## src/rtl/alu_pipe.sv

```systemverilog
// alu_pipe: registered ALU with valid/ready handshakes on both sides and status flags
// (zero, neg, carry, ovf, err) registered alongside the result.
// Optional feature macro: ALU_PIPE_MUL_EN. When defined, op 1011 runs an iterative
// shift-add multiplier (IDLE -> MUL_RUN) that stalls the input handshake while it runs.
// When undefined, op 1011 is illegal and the block is a plain one-stage pipeline.
module alu_pipe #(
  parameter int unsigned WIDTH = 32
) (
  input  logic             clk,
  input  logic             reset_n,
  input  logic             in_valid,
  output logic             in_ready,
  input  logic [3:0]       select,
  input  logic [WIDTH-1:0] a,
  input  logic [WIDTH-1:0] b,
  output logic             out_valid,
  input  logic             out_ready,
  output logic [WIDTH-1:0] y,
  output logic             zero,
  output logic             neg,
  output logic             carry,
  output logic             ovf,
  output logic             err
);

  localparam int unsigned SHW = $clog2(WIDTH);

  localparam logic [3:0] OpAnd  = 4'b0000;
  localparam logic [3:0] OpOr   = 4'b0001;
  localparam logic [3:0] OpAdd  = 4'b0010;
  localparam logic [3:0] OpXor  = 4'b0011;
  localparam logic [3:0] OpNor  = 4'b0100;
  localparam logic [3:0] OpSltu = 4'b0101;
  localparam logic [3:0] OpSub  = 4'b0110;
  localparam logic [3:0] OpSlt  = 4'b0111;
  localparam logic [3:0] OpSll  = 4'b1000;
  localparam logic [3:0] OpSrl  = 4'b1001;
  localparam logic [3:0] OpSra  = 4'b1010;

  logic             accept;
  logic [SHW-1:0]   shamt;
  logic [WIDTH:0]   sum;
  logic [WIDTH:0]   diff;
  logic             add_ovf;
  logic             sub_ovf;
  logic             slt;
  logic [WIDTH-1:0] res_y;
  logic             res_carry;
  logic             res_ovf;
  logic             res_err;

  logic             load;
  logic [WIDTH-1:0] load_y;
  logic             load_carry;
  logic             load_ovf;
  logic             load_err;

  logic             out_valid_q, out_valid_d;
  logic [WIDTH-1:0] y_q, y_d;
  logic             zero_q, zero_d;
  logic             neg_q, neg_d;
  logic             carry_q, carry_d;
  logic             ovf_q, ovf_d;
  logic             err_q, err_d;

  assign accept = in_valid && in_ready;
  assign shamt  = b[SHW-1:0];

  // Shared adder paths; diff is a + ~b + 1 so its top bit is the "a >= b unsigned" carry.
  assign sum     = {1'b0, a} + {1'b0, b};
  assign diff    = {1'b0, a} + {1'b0, ~b} + (WIDTH + 1)'(1);
  assign add_ovf = (a[WIDTH-1] == b[WIDTH-1]) && (sum[WIDTH-1] != a[WIDTH-1]);
  assign sub_ovf = (a[WIDTH-1] != b[WIDTH-1]) && (diff[WIDTH-1] != a[WIDTH-1]);
  assign slt     = diff[WIDTH-1] ^ sub_ovf;

`ifdef ALU_PIPE_MUL_EN
  localparam logic [3:0]     OpMul   = 4'b1011;
  localparam logic [SHW-1:0] CntLast = SHW'(WIDTH - 1);

  typedef enum logic [0:0] {StIdle, StMulRun} state_e;

  state_e           state_q, state_d;
  logic [SHW-1:0]   cnt_q, cnt_d;
  logic [WIDTH-1:0] mcand_q, mcand_d;
  logic [WIDTH-1:0] mplier_q, mplier_d;
  logic [WIDTH-1:0] acc_q, acc_d;
  logic [WIDTH-1:0] acc_step;
  logic             mul_done;
  logic             is_mul;

  assign is_mul   = (select == OpMul);
  assign in_ready = (state_q == StIdle) && (!out_valid_q || out_ready);
  assign acc_step = acc_q + (mplier_q[0] ? mcand_q : '0);
  assign mul_done = (state_q == StMulRun) && (cnt_q == CntLast);

  // Multiplier FSM: latch operands on accept, then one shift-add step per cycle.
  always_comb begin
    state_d  = state_q;
    cnt_d    = cnt_q;
    mcand_d  = mcand_q;
    mplier_d = mplier_q;
    acc_d    = acc_q;
    unique case (state_q)
      StIdle: begin
        if (accept && is_mul) begin
          mcand_d  = a;
          mplier_d = b;
          acc_d    = '0;
          cnt_d    = '0;
          state_d  = StMulRun;
        end
      end
      StMulRun: begin
        acc_d    = acc_step;
        mcand_d  = mcand_q << 1;
        mplier_d = mplier_q >> 1;
        cnt_d    = cnt_q + SHW'(1);
        if (mul_done) begin
          cnt_d   = '0;
          state_d = StIdle;
        end
      end
      default: state_d = StIdle;
    endcase
  end

  // Multiplier state register; reset abandons any operation in flight.
  always_ff @(posedge clk) begin
    if (!reset_n) begin
      state_q  <= StIdle;
      cnt_q    <= '0;
      mcand_q  <= '0;
      mplier_q <= '0;
      acc_q    <= '0;
    end else begin
      state_q  <= state_d;
      cnt_q    <= cnt_d;
      mcand_q  <= mcand_d;
      mplier_q <= mplier_d;
      acc_q    <= acc_d;
    end
  end

  assign load       = (accept && !is_mul) || mul_done;
  assign load_y     = mul_done ? acc_step : res_y;
  assign load_carry = mul_done ? 1'b0 : res_carry;
  assign load_ovf   = mul_done ? 1'b0 : res_ovf;
  assign load_err   = mul_done ? 1'b0 : res_err;
`else
  assign in_ready   = !out_valid_q || out_ready;
  assign load       = accept;
  assign load_y     = res_y;
  assign load_carry = res_carry;
  assign load_ovf   = res_ovf;
  assign load_err   = res_err;
`endif

  // Single-cycle result and flag decode; illegal codes give y = 0 with err set.
  always_comb begin
    res_y     = '0;
    res_carry = 1'b0;
    res_ovf   = 1'b0;
    res_err   = 1'b0;
    case (select)
      OpAnd:  res_y = a & b;
      OpOr:   res_y = a | b;
      OpXor:  res_y = a ^ b;
      OpNor:  res_y = ~(a | b);
      OpAdd: begin
        res_y     = sum[WIDTH-1:0];
        res_carry = sum[WIDTH];
        res_ovf   = add_ovf;
      end
      OpSub: begin
        res_y     = diff[WIDTH-1:0];
        res_carry = diff[WIDTH];
        res_ovf   = sub_ovf;
      end
      OpSltu: begin
        res_y     = {{(WIDTH-1){1'b0}}, !diff[WIDTH]};
        res_carry = diff[WIDTH];
      end
      OpSlt: begin
        res_y     = {{(WIDTH-1){1'b0}}, slt};
        res_carry = diff[WIDTH];
      end
      OpSll:  res_y = a << shamt;
      OpSrl:  res_y = a >> shamt;
      OpSra:  res_y = $unsigned($signed(a) >>> shamt);
`ifdef ALU_PIPE_MUL_EN
      OpMul:  res_y = '0;  // result comes from the multiplier, not this path
`endif
      default: res_err = 1'b1;
    endcase
  end

  // Output register: hold while stalled, replace on load, drop valid on a bare pop.
  always_comb begin
    out_valid_d = out_valid_q;
    y_d         = y_q;
    zero_d      = zero_q;
    neg_d       = neg_q;
    carry_d     = carry_q;
    ovf_d       = ovf_q;
    err_d       = err_q;
    if (out_valid_q && out_ready) begin
      out_valid_d = 1'b0;
    end
    if (load) begin
      out_valid_d = 1'b1;
      y_d         = load_y;
      zero_d      = (load_y == '0);
      neg_d       = load_y[WIDTH-1];
      carry_d     = load_carry;
      ovf_d       = load_ovf;
      err_d       = load_err;
    end
  end

  // Output state register with synchronous active-low reset.
  always_ff @(posedge clk) begin
    if (!reset_n) begin
      out_valid_q <= 1'b0;
      y_q         <= '0;
      zero_q      <= 1'b0;
      neg_q       <= 1'b0;
      carry_q     <= 1'b0;
      ovf_q       <= 1'b0;
      err_q       <= 1'b0;
    end else begin
      out_valid_q <= out_valid_d;
      y_q         <= y_d;
      zero_q      <= zero_d;
      neg_q       <= neg_d;
      carry_q     <= carry_d;
      ovf_q       <= ovf_d;
      err_q       <= err_d;
    end
  end

  assign out_valid = out_valid_q;
  assign y         = y_q;
  assign zero      = zero_q;
  assign neg       = neg_q;
  assign carry     = carry_q;
  assign ovf       = ovf_q;
  assign err       = err_q;

endmodule

```

## config.mk

```make
export PLATFORM = sky130hd
export DESIGN_NAME = alu_pipe
export DESIGN_NICKNAME = d
export VERILOG_FILES = /design/src/rtl/alu_pipe.sv
export SDC_FILE = /design/constraint.sdc
export NUM_CORES = 1
export LEC_CHECK = 0
export BUFFER_PORTS_ARGS = -buffer_cell sky130_fd_sc_hd__buf_2
export CELL_PAD_IN_SITES_DETAIL_PLACEMENT = 1
export CELL_PAD_IN_SITES_GLOBAL_PLACEMENT = 1
export CORE_MARGIN = 5
export CORE_UTILIZATION = 45
export DETAILED_ROUTE_END_ITERATION = 10
export GPL_TIMING_DRIVEN = 0
export PLACE_DENSITY_LB_ADDON = 0.1
export SYNTH_ARGS = -nofsm -noshare
export SYNTH_HDL_FRONTEND = slang
export SYNTH_SLANG_ARGS = --single-unit
```

## constraint.sdc

```tcl
create_clock -name clk -period 8.8 [get_ports clk]
set_input_delay 1.76 -clock clk [delete_from_list [all_inputs] [get_ports clk]]
set_output_delay 1.76 -clock clk [all_outputs]
set_load 0.05 [all_outputs]
```

==> out/metrics.csv <==
metric,value,unit
syn_avg_cell_area,6.959,sq um
drive_gt1_share,14.88,%
relSlewSlack,1.201,%
finalPower,1.316,mW
grt_max_degree,13,
synth_nets,1828,
status,"complete, but fails checks",
synth.distinct_cells,89,
dp_hpwl,57.42,mm
hold_violations,0,
postRouteAntennaNets,0,
maxCapViolations,1,
setup_violations,0,
clkLatencyLatePin,290,ps
period_share,98.24,%
fin_cells,2097,
diodes,0,
die_h,169.6,microns
path_class,input port to flip-flop,
clk_pin_slew,60,ps
crit_buf_inv,7,
cpMostUsedCell,buf_2,
grt_overflow,0,
drt-initial-drc-count,2572,
portBuffers,109,
fp.dieArea,28780,sq um
fin_tns_setup,0,ps
finish.net_count,1946,
post_dp_cell_area,12470,sq um
yosys.area.top_type_share,11.46,%
syn_to_final_growth,10.62,%
period_needed,8645,ps
io_pins,111,
wl_per_cell,33.92,microns
cp.arrival,8850,ps
cts_tree,done,
p_leak,5.319,nW
crit_path_start_kind,input port,
num_vias,16050,
clock_skew,5.544,ps
root_buffer,clkbuf_16,
wirelength,71.14,mm
clockBufferDepth,2,
regArea,740.7,sq um
yosysWarningCount,0,
gp_congestion,1.106,
drv_slew,0,
place_inst,2090,
peakVddDrop,0.0001723,V
core,25110,sq um
initial_utilization,45.67,%
grt_pass1_vias,15530,
synth_top_flop_cell,dfxtp_1,
ys_seq_elements,37,
worst-endpoint-required,9010,ps
synth_seq_area_share,6.459,%
power_density,103.7,nW/um^2
via_per_inst,7.652,
track_usage,47.27,%
cts_inserted_buffers,5,
route.detailed.drc,0,
syn_inst,1648,
crit_family,compound AO/OA/AOI/OAI gates,
rsz0062_at_grt,false,
cts.htree.levels,2,
endpoint_kind,flip-flop,
multi_input_area,9831,sq um
antenna_found_initial,3,
synth_edf_count,0,
yosys-top-cells-area,"ha_1 (11%), dfxtp_1 (6.5%), a21oi_1 (6.2%)",
slowest_stage,or4_1,
rows,58,
drt_pass1_iterations,6,
path_max_fanout,12,
hp-class,flip-flop to flip-flop,
grt_pass1_wl,102.7,mm
fmax,115.7,MHz
ys_async_sr_fraction,0,%
whs,467.6,ps
die_x,169.6,microns
violations,max-capacitance violations,
synth_commonest_cells,"nor2_1 (179), a21oi_1 (142), nand2_1 (133), ha_1 (105), inv_1 (94)",
worstMarginPinSlew,1473,ps
yosysMostFrequentCell,nor2_1,
fillers,3340,
fin_area,12690,sq um
synth_largest_area_cell,ha_1,
syn_area,11470,sq um
cpPeakStageDelay,590,ps
clock-sinks,37,
[layout make-up]
type                            instances  area share [%]
Multi-Input combinational cell       1377           77.49
Clock buffer                            6           1.095
Tap cell                              330           3.255
Clock inverter                          2          0.2959
Timing Repair Buffer                  113           4.547
Buffer                                134           4.547
Inverter                               98           2.929
Sequential cell                        37           5.839
[state kept, by name, summed over array words and instances (netlist names)]
name,count
ovf,1
err,1
carry,1
zero,1
y,32
out_valid,1
[layout by cell type, fill, tap and decap left out, types with 16 or more instances in the layout]
cell,synthesis,layout
mux4_2,31,31
a22oi_1,17,17
nand4_1,19,19
a21o_1,16,16
mux2_2,29,29
mux2i_1,66,66
buf_2,29,139
buf_1,20,18
nor2_1,179,179
clkbuf_1,79,76
dfxtp_1,37,37
o221ai_1,17,17
o21ai_0,80,80
and2_1,16,16
o22ai_1,17,17
inv_1,94,93
xnor2_1,16,16
nand3_1,40,40
ha_1,105,105
a21oi_1,142,142
nand2b_1,20,20
a211oi_1,46,46
nor3_1,46,45
a31oi_1,29,28
o211ai_1,41,41
o31ai_1,25,25
nand2_1,133,133
[timing repair]
action                                  in CTS  in global routing
hold buffers                                 0                  0
resized for setup                            4                  4
setup buffers                                0                  0
endpoints found under the setup margin       2                  1
[worst paths after layout]
kind | slack [ps] | end | depth (start not counted) | start
setup reg to reg | 5240 | zero | 10 | out_valid
setup / recovery | 150 | zero | 26 | b[3]
hold reg to reg | 470 | ovf | 2 | ovf
hold / removal | 470 | ovf | 2 | ovf
[per-stage QoR]
step | utilization (%) | setup WS (ps)
after CTS | 50.41 | 14.83
after global placement | 49.49 | -1223
after detailed placement | 49.68 | -1226
after floorplan | - | 1346
after global routing | 50.52 | 73.65
final | 50.52 | 154.6
[metal layers]
metal / vias up / track usage, % / share of wire, %
met5: - / 0 / 0.039
met4: 4 / 30.14 / 9.1
met3: 448 / 15.61 / 15
met2: 1515 / 70.03 / 40
met1: 7650 / 58.81 / 36
li1: 6430 / - / -
[power by group]
part           switching, mW  internal (mW)
sequential           0.00759          0.182
combinational          0.647          0.265
clock                 0.0736          0.141
[tightest hold or removal path, cell delays in order, from the launching register on]
cell	delay, ps
dfxtp_1	310
nand2_1	50
a21oi_1	50
[cell families (layout without fill, tap and decap cells)]
group / after synthesis / in the layout / share of synthesized area, %
AOI/OAI and AO/OA: 581 / 581 / 34.75
and+or+nand+nor: 542 / 542 / 22.30
buffers and inverters: 234 / 353 / 8.270
muxes: 127 / 127 / 14.79
adders and majority gates: 108 / 108 / 11.98
DFF: 37 / 37 / 6.459
xor gates and xnor gates: 19 / 19 / 1.451
No activity file was read; power rests on OpenSTA's default activity.
